===== src/rtl/branch_resolve_queue.sv =====
// In-order queue of outstanding branch predictions. On resolve it issues the next
// 2-bit counter value to the pattern table, flags mispredictions and flushes younger entries.
module branch_resolve_queue #(
    parameter int IDX_W = 6,
    parameter int DEPTH = 8,
    parameter int CNT_W = 16
) (
    input  logic                     clk,
    input  logic                     rst,
    input  logic                     pred_valid,
    input  logic [IDX_W-1:0]         pred_idx,
    input  logic [1:0]               pred_ctr,
    output logic                     pred_ready,
    input  logic                     res_valid,
    input  logic                     res_taken,
    output logic                     upd_valid,
    output logic [IDX_W-1:0]         upd_idx,
    output logic [1:0]               upd_ctr,
    output logic                     mispredict,
    output logic                     res_err,
    output logic [$clog2(DEPTH):0]   count,
    output logic [CNT_W-1:0]         stat_resolved,
    output logic [CNT_W-1:0]         stat_mispred
);

    localparam int PTR_W = $clog2(DEPTH);
    localparam int OCC_W = PTR_W + 1;
    localparam logic [OCC_W-1:0] FULL_OCC = OCC_W'(DEPTH);
    localparam logic [CNT_W-1:0] STAT_MAX = {CNT_W{1'b1}};

    // Saturating 2-bit counter step toward the resolved outcome.
    function automatic logic [1:0] sat_ctr(input logic [1:0] ctr, input logic taken);
        logic [1:0] nxt;
        if (taken) begin
            nxt = (ctr == 2'd3) ? 2'd3 : ctr + 2'd1;
        end else begin
            nxt = (ctr == 2'd0) ? 2'd0 : ctr - 2'd1;
        end
        return nxt;
    endfunction

    logic [IDX_W-1:0] idx_mem_r [DEPTH];
    logic [1:0]       ctr_mem_r [DEPTH];
    logic [PTR_W-1:0] rd_ptr_r;
    logic [PTR_W-1:0] wr_ptr_r;
    logic [OCC_W-1:0] count_r;
    logic             upd_valid_r;
    logic [IDX_W-1:0] upd_idx_r;
    logic [1:0]       upd_ctr_r;
    logic             mispredict_r;
    logic             res_err_r;
    logic [CNT_W-1:0] stat_resolved_r;
    logic [CNT_W-1:0] stat_mispred_r;

    logic             push_s;
    logic             pop_s;
    logic             err_s;
    logic             mis_s;
    logic [IDX_W-1:0] head_idx_s;
    logic [1:0]       head_ctr_s;
    logic [1:0]       new_ctr_s;
    logic [OCC_W-1:0] count_nxt_s;

    assign pred_ready    = (count_r != FULL_OCC);
    assign count         = count_r;
    assign upd_valid     = upd_valid_r;
    assign upd_idx       = upd_idx_r;
    assign upd_ctr       = upd_ctr_r;
    assign mispredict    = mispredict_r;
    assign res_err       = res_err_r;
    assign stat_resolved = stat_resolved_r;
    assign stat_mispred  = stat_mispred_r;

    // Handshake decode, head-entry resolution and next occupancy.
    always_comb begin
        push_s      = pred_valid && pred_ready;
        pop_s       = res_valid && (count_r != {OCC_W{1'b0}});
        err_s       = res_valid && (count_r == {OCC_W{1'b0}});
        head_idx_s  = idx_mem_r[rd_ptr_r];
        head_ctr_s  = ctr_mem_r[rd_ptr_r];
        new_ctr_s   = sat_ctr(head_ctr_s, res_taken);
        mis_s       = pop_s && (head_ctr_s[1] != res_taken);
        count_nxt_s = count_r;
        case ({push_s, pop_s})
            2'b10:   count_nxt_s = count_r + OCC_W'(1);
            2'b01:   count_nxt_s = count_r - OCC_W'(1);
            default: count_nxt_s = count_r;
        endcase
    end

    // Entry storage; a push coinciding with a flush is discarded.
    always_ff @(posedge clk) begin
        if (push_s && !mis_s) begin
            idx_mem_r[wr_ptr_r] <= pred_idx;
            ctr_mem_r[wr_ptr_r] <= pred_ctr;
        end
    end

    // Pointers, occupancy, registered update outputs and statistics.
    always_ff @(posedge clk or posedge rst) begin
        if (rst) begin
            rd_ptr_r        <= {PTR_W{1'b0}};
            wr_ptr_r        <= {PTR_W{1'b0}};
            count_r         <= {OCC_W{1'b0}};
            upd_valid_r     <= 1'b0;
            upd_idx_r       <= {IDX_W{1'b0}};
            upd_ctr_r       <= 2'd0;
            mispredict_r    <= 1'b0;
            res_err_r       <= 1'b0;
            stat_resolved_r <= {CNT_W{1'b0}};
            stat_mispred_r  <= {CNT_W{1'b0}};
        end else begin
            upd_valid_r  <= pop_s;
            mispredict_r <= mis_s;
            res_err_r    <= err_s;
            if (pop_s) begin
                upd_idx_r <= head_idx_s;
                upd_ctr_r <= new_ctr_s;
                if (stat_resolved_r != STAT_MAX) begin
                    stat_resolved_r <= stat_resolved_r + CNT_W'(1);
                end
            end
            if (mis_s && (stat_mispred_r != STAT_MAX)) begin
                stat_mispred_r <= stat_mispred_r + CNT_W'(1);
            end
            // A misprediction discards all younger work, including this cycle's push.
            if (mis_s) begin
                rd_ptr_r <= {PTR_W{1'b0}};
                wr_ptr_r <= {PTR_W{1'b0}};
                count_r  <= {OCC_W{1'b0}};
            end else begin
                if (push_s) begin
                    wr_ptr_r <= wr_ptr_r + PTR_W'(1);
                end
                if (pop_s) begin
                    rd_ptr_r <= rd_ptr_r + PTR_W'(1);
                end
                count_r <= count_nxt_s;
            end
        end
    end

endmodule


===== config.mk =====
export PLATFORM = sky130hd
export DESIGN_NAME = branch_resolve_queue
export DESIGN_NICKNAME = d
export VERILOG_FILES = /design/src/rtl/branch_resolve_queue.sv
export SDC_FILE = /design/constraint.sdc
export NUM_CORES = 1
export LEC_CHECK = 0
export ABC_AREA = 1
export CORE_MARGIN = 5
export CORE_UTILIZATION = 50
export DETAILED_ROUTE_END_ITERATION = 8
export PLACE_DENSITY_LB_ADDON = 0.12
export SLEW_MARGIN = 40
export SYNTH_ARGS = -nofsm -noshare
export SYNTH_HDL_FRONTEND = slang
export SYNTH_SLANG_ARGS = --single-unit

===== constraint.sdc =====
create_clock -name clk -period 2.63 [get_ports clk]
set_input_delay 0.526 -clock clk [delete_from_list [all_inputs] [get_ports clk]]
set_output_delay 0.526 -clock clk [all_outputs]
set_load 0.02 [all_outputs]

==> results of run 1 <==
[layout by cell type (no fill, tap or decap), types with 2 or more instances in the layout]
| cell | count |
|---|---|
| and2_1 | 2 |
| o211ai_1 | 7 |
| o22ai_1 | 7 |
| dfrtp_1 | 53 |
| a21oi_1 | 3 |
| o221ai_1 | 6 |
| o21ai_0 | 35 |
| ha_1 | 8 |
| inv_6 | 4 |
| clkbuf_16 | 16 |
| nor2_1 | 65 |
| xnor2_1 | 11 |
| nand2_2 | 3 |
| nand4_1 | 22 |
| nor3_1 | 4 |
| buf_4 | 17 |
| nand3b_1 | 4 |
| xor2_1 | 15 |
| edfxtp_1 | 64 |
| inv_1 | 44 |
| inv_2 | 5 |
| nand3_2 | 2 |
| inv_8 | 7 |
| nand2_1 | 145 |
| nand3_1 | 33 |
| clkdlybuf4s50_1 | 60 |
[Yosys cell counts]
cell type / count / area share, %
a21oi_4: 1 / 0.30
nor3_4: 1 / 0.30
edfxtp_1: 64 / 35
buf_4: 3 / 0.41
buf_1: 1 / 0.068
nand2_1: 145 / 9.9
o21ai_0: 35 / 3.2
nand3_2: 2 / 0.36
and2_1: 2 / 0.23
nor3_1: 4 / 0.36
nand4_1: 22 / 2.5
nand4_4: 1 / 0.39
dfrtp_1: 53 / 24
a21oi_1: 3 / 0.27
nand4_2: 1 / 0.23
nor2_1: 65 / 4.4
nand3_1: 33 / 3.0
nand3b_1: 4 / 0.55
o221ai_1: 6 / 0.96
ha_1: 8 / 1.8
o211ai_1: 7 / 0.96
buf_2: 8 / 0.73
o22ai_1: 7 / 0.80
nand2_2: 3 / 0.34
inv_2: 4 / 0.27
xnor2_1: 11 / 1.8
xor2_1: 15 / 2.4
nor2_2: 1 / 0.11
buf_6: 2 / 0.41
inv_1: 45 / 3.1
o21bai_1: 1 / 0.14
clkbuf_1: 7 / 0.48
a31oi_1: 1 / 0.11
[per-stage QoR]
stage / hold slack [ns] / total power (uW)
floorplan: 0.572 / 4340
global placement: 0.464 / 5230
detailed placement: 0.468 / 5300
CTS: 0.295 / 7600
global route: 0.317 / 8040
finish: 0.298 / 7540
[state kept, by name, summed over array words and instances (netlist names)]
| register | count |
|---|---|
| rd_ptr_r | 3 |
| stat_mispred | 16 |
| upd_ctr | 2 |
| res_err | 1 |
| count | 4 |
| idx_mem_r | 48 |
| upd_valid | 1 |
| upd_idx | 6 |
| stat_resolved | 16 |
| wr_ptr_r | 3 |
| mispredict | 1 |
| ctr_mem_r | 16 |
[cell families after synthesis]
family / Yosys count / synth area share, %
compound gates: 61 / 6.72
xor+xnor: 26 / 4.15
fa+ha+maj: 8 / 1.82
buf+inv: 70 / 5.44
flops: 117 / 59.1
simple gates: 284 / 22.7
[layer usage]
layer	vias up	track usage [%]	wire length [um]
li1	2065	-	-
met5	-	0	0
met2	106	30.7	5640
met4	0	6.18	97
met3	8	4.84	601
met1	1983	27.0	5430
[final timing paths]
check | from | endpoint | slack [ns] | depth (start not counted)
worst max register to register | rd_ptr_r[0]$_DFFE_PP0P_ | idx_mem_r[3][0]$_DFFE_PP_ | 0.33 | 9
worst min register to register | upd_idx[2]$_DFFE_PP0P_ | upd_idx[2]$_DFFE_PP0P_ | 0.48 | 2
worst min-delay path | rst | upd_idx[5]$_DFFE_PP0P_ | 0.30 | 2
min in group clk | upd_idx[2]$_DFFE_PP0P_ | upd_idx[2]$_DFFE_PP0P_ | 0.48 | 2
max in group asynchronous | rst | stat_resolved[13]$_DFFE_PP0P_ | 1.78 | 3
worst max-delay path | rd_ptr_r[0]$_DFFE_PP0P_ | idx_mem_r[3][0]$_DFFE_PP_ | 0.33 | 9
[cell type report]
type                            instances  area share (%)
Multi-Input combinational cell        379            28.2
Clock inverter                         15            2.56
Timing Repair Buffer                   78            10.9
Tap cell                              140            2.54
Inverter                               49            2.67
Clock buffer                           17            6.01
Sequential cell                       117            47.1
[worst reg2reg max path, delay by kind of cell (launching register included)]
kind	cells	cell delay, ns
AND/OR/NAND/NOR	8	1.34
flip-flops	1	0.45
buffers and inverters	1	0.14
[power by group through the flow]
stage	Combinational [uW]	Sequential [uW]	Clock, uW
after global routing	2950	2670	2410
final	2640	2620	2280
after floorplan	1520	2820	0
after CTS	2660	2620	2320
after detailed placement	2650	2650	0
after global placement	2590	2640	0
==> qor.csv, run 1 <==
stage,metric,value,unit
layout,sequential cell area,0.00325,mm^2
global_routing,first-pass GRT wire length,20100,um
pwr,Pleak,0.00292,uW
detailed_routing,via count,4162,
clock_tree,Clock Latency Late Sink,0.52,ns
critical_path,critical path cell sequence,"inv_2, nand2_1, nand3_1, nand3_1, nand2_2, nand2_2, nand3_2, nand2_1, nor2_1",
pwr,clock network power share,30.3,%
clock_tree,Longest Clk Path Bufs,2,
clock_tree,H-tree depth,4,
floorplanning,core footprint,0.0108,mm^2
logic_synthesis,Mapped Cells,566,
clock_tree,Worst-path clk slew,0.06,ns
logic_synthesis,Syn Area/Cell,9.70,um^2
status,status,"finished, final reports clean",
clock_tree,post-CTS setup buffer count,0,
clock_tree,Hold Buf Count CTS,0,
floorplanning,Initial Utilization,50.9,%
logic_synthesis,Yosys cell types,33,
global_routing,Tot GR Track Use,19.5,%
critical_path,Crit Path Class,reg2reg,
global_routing,initial antenna violation count,0,
sta,Final Cycle Share,87.5,%
layout,nets@finish,663,
critical_path,CP top delay family,simple AND/OR/NAND/NOR gates,
pwr,combinational share of power,35.0,%
detailed_routing,DR iter-0 viols,370,
clock_tree,CTS tree,done,
layout,fin util,63.9,%
detailed_routing,DRC viols,0,
layout,fillers,898,
sta,max_slew headroom,48.6,%
logic_synthesis,Mapped Area,0.00549,mm^2
critical_path,Worst setup SP type,flip-flop,
sta,setup ws final,0.329,ns
detailed_routing,Antenna Violating Nets Remaining,0,
critical_path,crit-path max FO,8,
logic_synthesis,sequential area share after synthesis,59.1,%
placement,Port Buf Inserts,60,
layout,fin area,0.00689,mm^2
global_routing,number of global-route vias before repair,4048,
pwr,Reg power frac,34.8,%
placement,Placed Area,0.00630,mm^2
pwr,switch share,38.2,%
sta,RSZ-0062 raised after global routing,false,
global_routing,largest net degree at the start of global routing,29,
logic_synthesis,"Net Count, Synth",587,
detailed_routing,routed len/inst,14.8,um
sta,Worst Skew,0.0102,ns
critical_path,Critical Path Sink Type,flip-flop,
global_routing,GRT overflow,0,
detailed_routing,Routed WL,11800,um
floorplanning,full die area,0.0132,mm^2
placement,Placer Congestion,0.848,
layout,Syn-to-layout area delta,25.5,%
clock_tree,Resize count post-CTS,0,
pwr,Internal,4660,uW
job,# Max-Cap Violations,0,
logic_synthesis,synth warn,0,
detailed_routing,vias per inst,5.24,
critical_path,critical path data arrival time,2.44,ns
critical_path,critical path data required time,2.77,ns
layout,antenna diode count,0,
sta,Max Slew Vio Count,0,
sta,setup violators final,0,
critical_path,slowest CP cell,nor2_1,
placement,Cells after DPL,763,
floorplanning,site row count,38,
sta,Least-Margin Pin Slew,0.769,ns
placement,dpl ws,0.121,ns
layout,Layout Cells excl Fill,795,
pwr,PwrDens,1090,mW/mm^2
sta,setup TNS,0,ns
sta,f_max,0.435,GHz
detailed_routing,TritonRoute pass-1 iters,5,
layout,Multi-input gate area,0.00195,mm^2
clock_tree,clock sink count,117,
pwr,Switch Pwr,2880,uW
logic_synthesis,"flops & latches, synth",117,
sta,Final Critical Period,2.30,ns
clock_tree,TritonCTS Buffers,17,
critical_path,Crit path largest cell delay,0.63,ns
placement,hpwl dp,8100,um
clock_tree,CTS root buf,clkbuf_8,
layout,fraction of layout cells with a size suffix above 1,9.92,%
floorplanning,I/O pin count,61,
floorplanning,chip width,115,um
sta,"Hold Vio Cnt, Final",0,
floorplanning,chip height,115,um
critical_path,CP Buf/Inv Count,1,
pwr,VDD IR max,468,uV
worst_hold_path,HP Class,in2async,
Note: power is estimated with default switching activity, not from simulation.
==> run 2, diff against run 1 <==
--- a/config.mk
+++ b/config.mk
@@ -10,6 +10,7 @@
 export CORE_UTILIZATION = 50
 export DETAILED_ROUTE_END_ITERATION = 8
 export PLACE_DENSITY_LB_ADDON = 0.12
+export SKIP_CTS_REPAIR_TIMING = 1
 export SLEW_MARGIN = 40
 export SYNTH_ARGS = -nofsm -noshare
 export SYNTH_HDL_FRONTEND = slang
==> results of run 2 <==
No change in the layout: final DEF, timing and power equal those of run 1.
